$ cat src/rtl/pipelined_bypass_adder.sv
// Pipelined carry-bypass adder with valid/ready handshake; stage k adds operand slice k.
// Optional SATURATE_EN (`ifdef) clamps S on signed overflow inside the final stage.

module pipelined_bypass_adder #(
  parameter int WIDTH  = 32,
  parameter int BLOCK  = 4,
  parameter int STAGES = 2
) (
  input  logic             clk,
  input  logic             rst_n,
  input  logic             in_valid,
  output logic             in_ready,
  input  logic [WIDTH-1:0] A,
  input  logic [WIDTH-1:0] B,
  input  logic             Cin,
  output logic             out_valid,
  input  logic             out_ready,
  output logic [WIDTH-1:0] S,
  output logic             Cout,
  output logic             overFlow
);
  localparam int SLICE = WIDTH / STAGES;
  localparam int NGRP  = SLICE / BLOCK;

  logic [STAGES-1:0] valid_w;
  logic [STAGES:0]   ready_w;

  // A stage can load when it is empty or its content moves on this cycle.
  always_comb begin
    ready_w = '0;
    ready_w[STAGES] = out_ready;
    for (int k = STAGES - 1; k >= 0; k--)
      ready_w[k] = !valid_w[k] || ready_w[k+1];
  end

  assign in_ready  = ready_w[0];
  assign out_valid = valid_w[STAGES-1];

  genvar gi;
  generate
    for (gi = 0; gi < STAGES; gi++) begin : stage_g
      localparam int INW = WIDTH - gi * SLICE;
      localparam int SW  = (gi + 1) * SLICE;

      logic [INW-1:0]   a_up, b_up;
      logic [SLICE-1:0] s_sl;
      logic             cin_sl, cout_sl, up_valid;
      logic [SW-1:0]    sum_next, sum_d, sum_reg;
      logic             valid_reg, carry_reg;

      if (gi == 0) begin : src_g
        assign a_up     = A;
        assign b_up     = B;
        assign cin_sl   = Cin;
        assign up_valid = in_valid;
        assign sum_next = s_sl;
      end else begin : src_g
        assign a_up     = stage_g[gi-1].opnd_g.a_reg;
        assign b_up     = stage_g[gi-1].opnd_g.b_reg;
        assign cin_sl   = stage_g[gi-1].carry_reg;
        assign up_valid = stage_g[gi-1].valid_reg;
        assign sum_next = {s_sl, stage_g[gi-1].sum_reg};
      end

      // Ripple inside each group; an all-propagate group forwards its carry-in unchanged.
      always_comb begin : slice_add
        logic gc, rc, p, x;
        gc   = cin_sl;
        rc   = 1'b0;
        p    = 1'b0;
        x    = 1'b0;
        s_sl = '0;
        for (int g = 0; g < NGRP; g++) begin
          rc = gc;
          p  = 1'b1;
          for (int j = 0; j < BLOCK; j++) begin
            x  = a_up[g*BLOCK+j] ^ b_up[g*BLOCK+j];
            p  = p & x;
            s_sl[g*BLOCK+j] = x ^ rc;
            rc = (a_up[g*BLOCK+j] & b_up[g*BLOCK+j]) | (x & rc);
          end
          gc = p ? gc : rc;
        end
        cout_sl = gc;
      end

      if (gi < STAGES - 1) begin : opnd_g
        logic [INW-SLICE-1:0] a_reg, b_reg;
        always_ff @(posedge clk or negedge rst_n) begin
          if (!rst_n) begin
            a_reg <= '0;
            b_reg <= '0;
          end else if (ready_w[gi] && up_valid) begin
            a_reg <= a_up[INW-1:SLICE];
            b_reg <= b_up[INW-1:SLICE];
          end
        end
      end

      if (gi == STAGES - 1) begin : fin_g
        logic ovf_next, ovf_reg;
        // Carry into the MSB recovered from the MSB sum bit.
        assign ovf_next = (a_up[SLICE-1] ^ b_up[SLICE-1] ^ s_sl[SLICE-1]) ^ cout_sl;
`ifdef SATURATE_EN
        assign sum_d = !ovf_next     ? sum_next :
                       a_up[INW-1]   ? {1'b1, {(WIDTH-1){1'b0}}} :
                                       {1'b0, {(WIDTH-1){1'b1}}};
`else
        assign sum_d = sum_next;
`endif
        always_ff @(posedge clk or negedge rst_n) begin
          if (!rst_n)
            ovf_reg <= 1'b0;
          else if (ready_w[gi] && up_valid)
            ovf_reg <= ovf_next;
        end
        assign S        = sum_reg;
        assign Cout     = carry_reg;
        assign overFlow = ovf_reg;
      end else begin : mid_g
        assign sum_d = sum_next;
      end

      always_ff @(posedge clk or negedge rst_n) begin
        if (!rst_n) begin
          valid_reg <= 1'b0;
          carry_reg <= 1'b0;
          sum_reg   <= '0;
        end else if (ready_w[gi]) begin
          valid_reg <= up_valid;
          if (up_valid) begin
            carry_reg <= cout_sl;
            sum_reg   <= sum_d;
          end
        end
      end

      assign valid_w[gi] = valid_reg;
    end
  endgenerate

endmodule

$ cat config.mk
export PLATFORM = sky130hd
export DESIGN_NAME = pipelined_bypass_adder
export DESIGN_NICKNAME = d
export VERILOG_FILES = /design/src/rtl/pipelined_bypass_adder.sv
export SDC_FILE = /design/constraint.sdc
export NUM_CORES = 1
export LEC_CHECK = 0
export CORE_ASPECT_RATIO = 1.75
export CORE_MARGIN = 5
export CORE_UTILIZATION = 49
export CTS_CLUSTER_DIAMETER = 60
export DETAILED_ROUTE_END_ITERATION = 12
export PLACE_DENSITY = 0.79
export SYNTH_ARGS = -nofsm -noshare
export SYNTH_HDL_FRONTEND = slang
export SYNTH_SLANG_ARGS = --single-unit
export TNS_END_PERCENT = 20
$ cat constraint.sdc
create_clock -name clk -period 9.6 [get_ports clk]
set_input_delay 0.96 -clock clk [delete_from_list [all_inputs] [get_ports clk]]
set_output_delay 0.96 -clock clk [all_outputs]
set_load 0.03 [all_outputs]
# Word level (Yosys, flattened, before mapping)
# Index checks and enable logic that the tools add are counted.
# op_classes
n_addsub,0
mul,0
div_mod_pow,0
magnitude_cmp,0
eq_ne,0
shift,0
mux,8
bitwise,186
reduce_logical,8
# op_table
op,n
bitwise AND 1 bit,88
bitwise XOR 1 bit,66
OR 1 bit,32
2-to-1 mux 1 bit,8
AND reduction 2 bit,2
logical AND 1 bit,2
logical NOT 1 bit,2
logical OR 1 bit,2
# word_totals
regBits,85
latch_bits,0
ramBits,0
romBits,0
in_bits,69
out_inout_bits,36
wordCells,211
memories,0

# Longest topological paths before layout
# depth
word_depth,38
depth_mapped,29

# Worst setup path after synthesis
# Ideal clock, no wire load.
# synth_timing
path_kind,reg-to-reg
from,reg stage_g[0].carry_reg
to,reg stage_g[1].fin_g.ovf_reg (netlist: overFlow)
setup_time_ns,0.069
arrival_ns,7.783
setup_slack_ns,1.748
path_stages_with_launch,30
path_buffers,0
path_cell_list,dfrtp_1 > inv_1 > fa_1 > inv_1 > fa_1 > fa_1 > fa_1 > mux2_4 > fa_1 > fa_1 > fa_1 > fa_1 > a41oi_1 > nor2_1 > fa_1 > fa_1 > fa_1 > fa_1 > nand2_1 > nand2_1 > fa_1 > fa_1 > fa_1 > inv_1 > fa_1 > xnor2_1 > or2_2 > a21oi_1 > a21oi_1 > nand3_1
# synth_between
elab_chain_len,37
# synth_lines
element,line_no,source
"start, declared",49,"logic valid_reg, carry_reg;"
"start signal, assigned",132,carry_reg <= cout_sl;
bitwise AND 1 bit,80,rc = (a_up[g*BLOCK+j] & b_up[g*BLOCK+j]) | (x & rc);
OR 1 bit,80,
bitwise AND 1 bit,80,
OR 1 bit,80,
bitwise AND 1 bit,80,
OR 1 bit,80,
bitwise AND 1 bit,80,
OR 1 bit,80,
[21 not listed],n/a,
bitwise AND 1 bit,80,
OR 1 bit,80,
bitwise AND 1 bit,80,
OR 1 bit,80,
bitwise AND 1 bit,80,
OR 1 bit,80,
2-to-1 mux 1 bit,82,gc = p ? gc : rc;
bitwise XOR 1 bit *,103,assign ovf_next = (a_up[SLICE-1] ^ b_up[SLICE-1] ^ s_sl[SLICE-1]) ^ cout_sl;
"end signal, assigned",115,ovf_reg <= ovf_next;
"end, declared",101,"logic ovf_next, ovf_reg;"
# Every way passes the cells marked *; elsewhere a longest branch is shown, timed or not.
# A chain may end at the register's enable or synchronous reset.

# Final worst setup path
# Ends and elaborated chain as after synthesis.

==> results.yml <==
clock_tree:
  clkSlewWorstSetupHoldPaths_ns: 0.06
  cts_setup_buffers: 0
  cts-resized-gates: 0
  clock_latency_ns: 0.33
  cts_buffers: 9
  htree_levels: 3
  tritoncts: "built"
  cts_num_sinks: 85
  cts.root.buffer_cell: "clkbuf_16"
  cts.path.max_buffers: 2
  hold_buffers: 0
routing:
  drt_wl_total_um: 8900
  num_vias: 2739
  wl_met2_um: 5290
  dr.pass1.iters: 4
  drc: 0
  m1WireLength_um: 2930
  wire_per_inst_um: 16.6
  highest_layer: "met4"
  drt_iter0_drc: 69
  via_per_inst: 5.11
  ant_nets: 0
  routed-wl-met3_um: 467
placement:
  place_inst: 520
  placed_area_um2: 5600
  dp_hpwl_um: 6650
  io_buffers: 104
  gp_congestion: 0.738
layout:
  drive_gt1_share_pct: 23.8
  final_cells: 536
  diodes: 0
  stdcell_area_um2: 5940
  largest_register_ffs: 32
  fin_util_pct: 66.2
  area_delta_synth_final_pct: 32.8
  nNetsFinal: 544
global_routing:
  grt_max_degree: 86
  antenna_found_initial: 0
  grt_pass1_vias: 3150
  grt_overflow: 0
  grt_pass1_wl_um: 14500
  track_usage_pct: 17.4
worst_hold_path:
  hold_path.class: "reg -> reg"
power:
  p_int_uw: 992
  pwr-share-comb_pct: 37.7
  ir_worst_vdd_mv: 0.159
  power.density_nw_per_um2: 248
  sw_frac_of_total_pct: 32.8
  power_uw: 1480
  leakage_uw: 0.00256
  clkPwrFrac_pct: 26.3
  p_sw_uw: 485
  p_seq_share_pct: 36.0
synth:
  yosysWarningCount: 0
  synthTopCellsByCount: "85 x dfrtp_1, 75 x mux2_2, 32 x fa_1, 32 x ha_1, 15 x inv_1"
  yosysSeqAreaShare_pct: 47.5
  ys_top_cells_by_area: "dfrtp_1 48%, mux2_2 19%, fa_1 14%"
  synth_seq_cells: 85
  synth_most_common_cell: "dfrtp_1"
  synth.distinct_cells: 30
  synthCells: 304
  syn_area_um2: 4480
  yosys.area.top_type_share_pct: 47.5
  synth-main-ff-cell: "dfrtp_1"
  syn-num-nets: 437
  postSynthAreaPerCell_um2: 14.7
  yosys.area.top_type: "dfrtp_1"
  ys_async_sr_fraction_pct: 100
  synth_edf_count: 0
timing:
  fin_crit_ns: 8.58
  fin_skew_ns: 0.00567
  fin_crit_sh_pct: 89.4
  setup_viol: 0
  worstMarginPinSlew_ns: 1.06
  rsz0062_at_grt: "false"
  hold_viol_final: 0
  maxSlewHeadroom_pct: 29.5
  max_freq_mhz: 117
  tns_ns: 0
  slew_viol_final: 0
run:
  max_cap_violations: 0
setup_path:
  crit_slowest_cell: "fa_1"
  arrival_ns: 8.79
  path_buf_inv: 3
  ff2ff_path_depth: 29
  path_max_fanout: 4
  worstReg2RegStart: "stage_g[0].carry_reg"
  setup.worst_path.start: "stage_g[0].carry_reg"
  end_kind: "flop"
  worstPathRequired_ns: 9.81
  crit_end: "overFlow"
  cp-start-kind: "flop"
  rr_endpoint: "overFlow"
  crit_type: "reg -> reg"
  crit_path_frequent_cell: "fa_1"
  critPathTopFamily: "adder cells"
  max_stage_delay_ns: 0.44
  rrSetupSlack_ns: 1.02
  crit_cells: 29
floorplan:
  rows: 46
  initial_core_util_pct: 49.8
  die_area_um2: 11200
  core_um2: 8980
  io_pins: 105
  die_w_um: 82.2
  die_height_um: 136
status:
  outcome: "finished, final reports clean"
## worst min path at each step
stage / from / to / slack, ns / depth (start not counted)
5_1_grt: stage_g[0].sum_reg[14] / stage_g[0].sum_reg[14] / 0.52 / 1
4_1_cts: stage_g[0].sum_reg[0] / stage_g[0].sum_reg[0] / 0.50 / 2
2_1_floorplan: stage_g[0].sum_reg[0] / stage_g[0].sum_reg[0] / 0.45 / 2
3_5_place_dp: stage_g[0].sum_reg[0] / stage_g[0].sum_reg[0] / 0.48 / 2
3_3_place_gp: stage_g[0].sum_reg[0] / stage_g[0].sum_reg[0] / 0.46 / 2
6_report: stage_g[0].sum_reg[0] / stage_g[0].sum_reg[0] / 0.49 / 2
## worst register-to-register path, delay by kind of cell (launching register included)
family / cells / cell delay, ns
AO/OA/AOI/OAI: 3 / 0.46
flip-flops: 1 / 0.42
adder cells (fa/ha/maj): 16 / 6.16
multiplexers: 1 / 0.31
buffers and inverters: 3 / 0.23
AND/OR/NAND/NOR: 5 / 0.60
XOR/XNOR: 1 / 0.31
## cells in the final DEF, fill, tap and decap left out, drive strengths merged
master         Yosys  final
nand3              3      3
nand2b             5      5
o211ai             1      1
clkinvlp           0      1
a22o               1      1
nor2               4      4
buf                8      2
fa                32     32
o21ai              8      8
nand4              8      8
xnor2              1      1
mux2              77     77
clkdlybuf4s50      0    103
bufinv             0      3
nand3b             1      1
nand2             13     13
clkbuf             1     10
clkinv             0      2
a2111o             1      1
or2                1      1
a41oi              1      1
ha                32     32
inv               15     15
and4               1      1
a21oi              4      4
mux2i              1      1
dfrtp             85     85
## layout make-up
class                   count  area [um2]
flip-flops and latches     85        2130
inverters                  15        56.3
multi-input cells         195        2220
repair buffers            105        1050
clock inverters             6         111
clock buffers              10         229
fillers                   713        3040
well taps                 120         150
## layer usage
layer  global-route usage (%)  up-vias
li1                         -     1247
met1                     17.2     1417
met2                     33.1       63
met3                     3.65       12
met4                     7.67        0
met5                        0        -
## power by group through the flow
| stage | clock (uW) | combinational (uW) | sequential [uW] |
|---|---|---|---|
| after floorplan | 0 | 200 | 657 |
| after global placement | 0 | 545 | 533 |
| after detailed placement | 0 | 562 | 539 |
| after CTS | 397 | 568 | 534 |
| after global routing | 412 | 603 | 546 |
| final | 388 | 557 | 532 |
## through the flow
step                      setup slack [ns]  hold slack, ns
final                                 1.02           0.493
after global routing                 0.643           0.516
after CTS                             1.00           0.499
after global placement                1.02           0.461
after detailed placement             0.848           0.484
after floorplan                       1.75           0.446
## logic make-up after synthesis
group	synth area share (%)
buf+inv	2.88
fa+ha+maj	23.3
mux	19.7
compound gates	2.26
xor+xnor	0.196
flops	47.5
simple gates	4.19
Note: power is estimated with default switching activity, not from simulation.
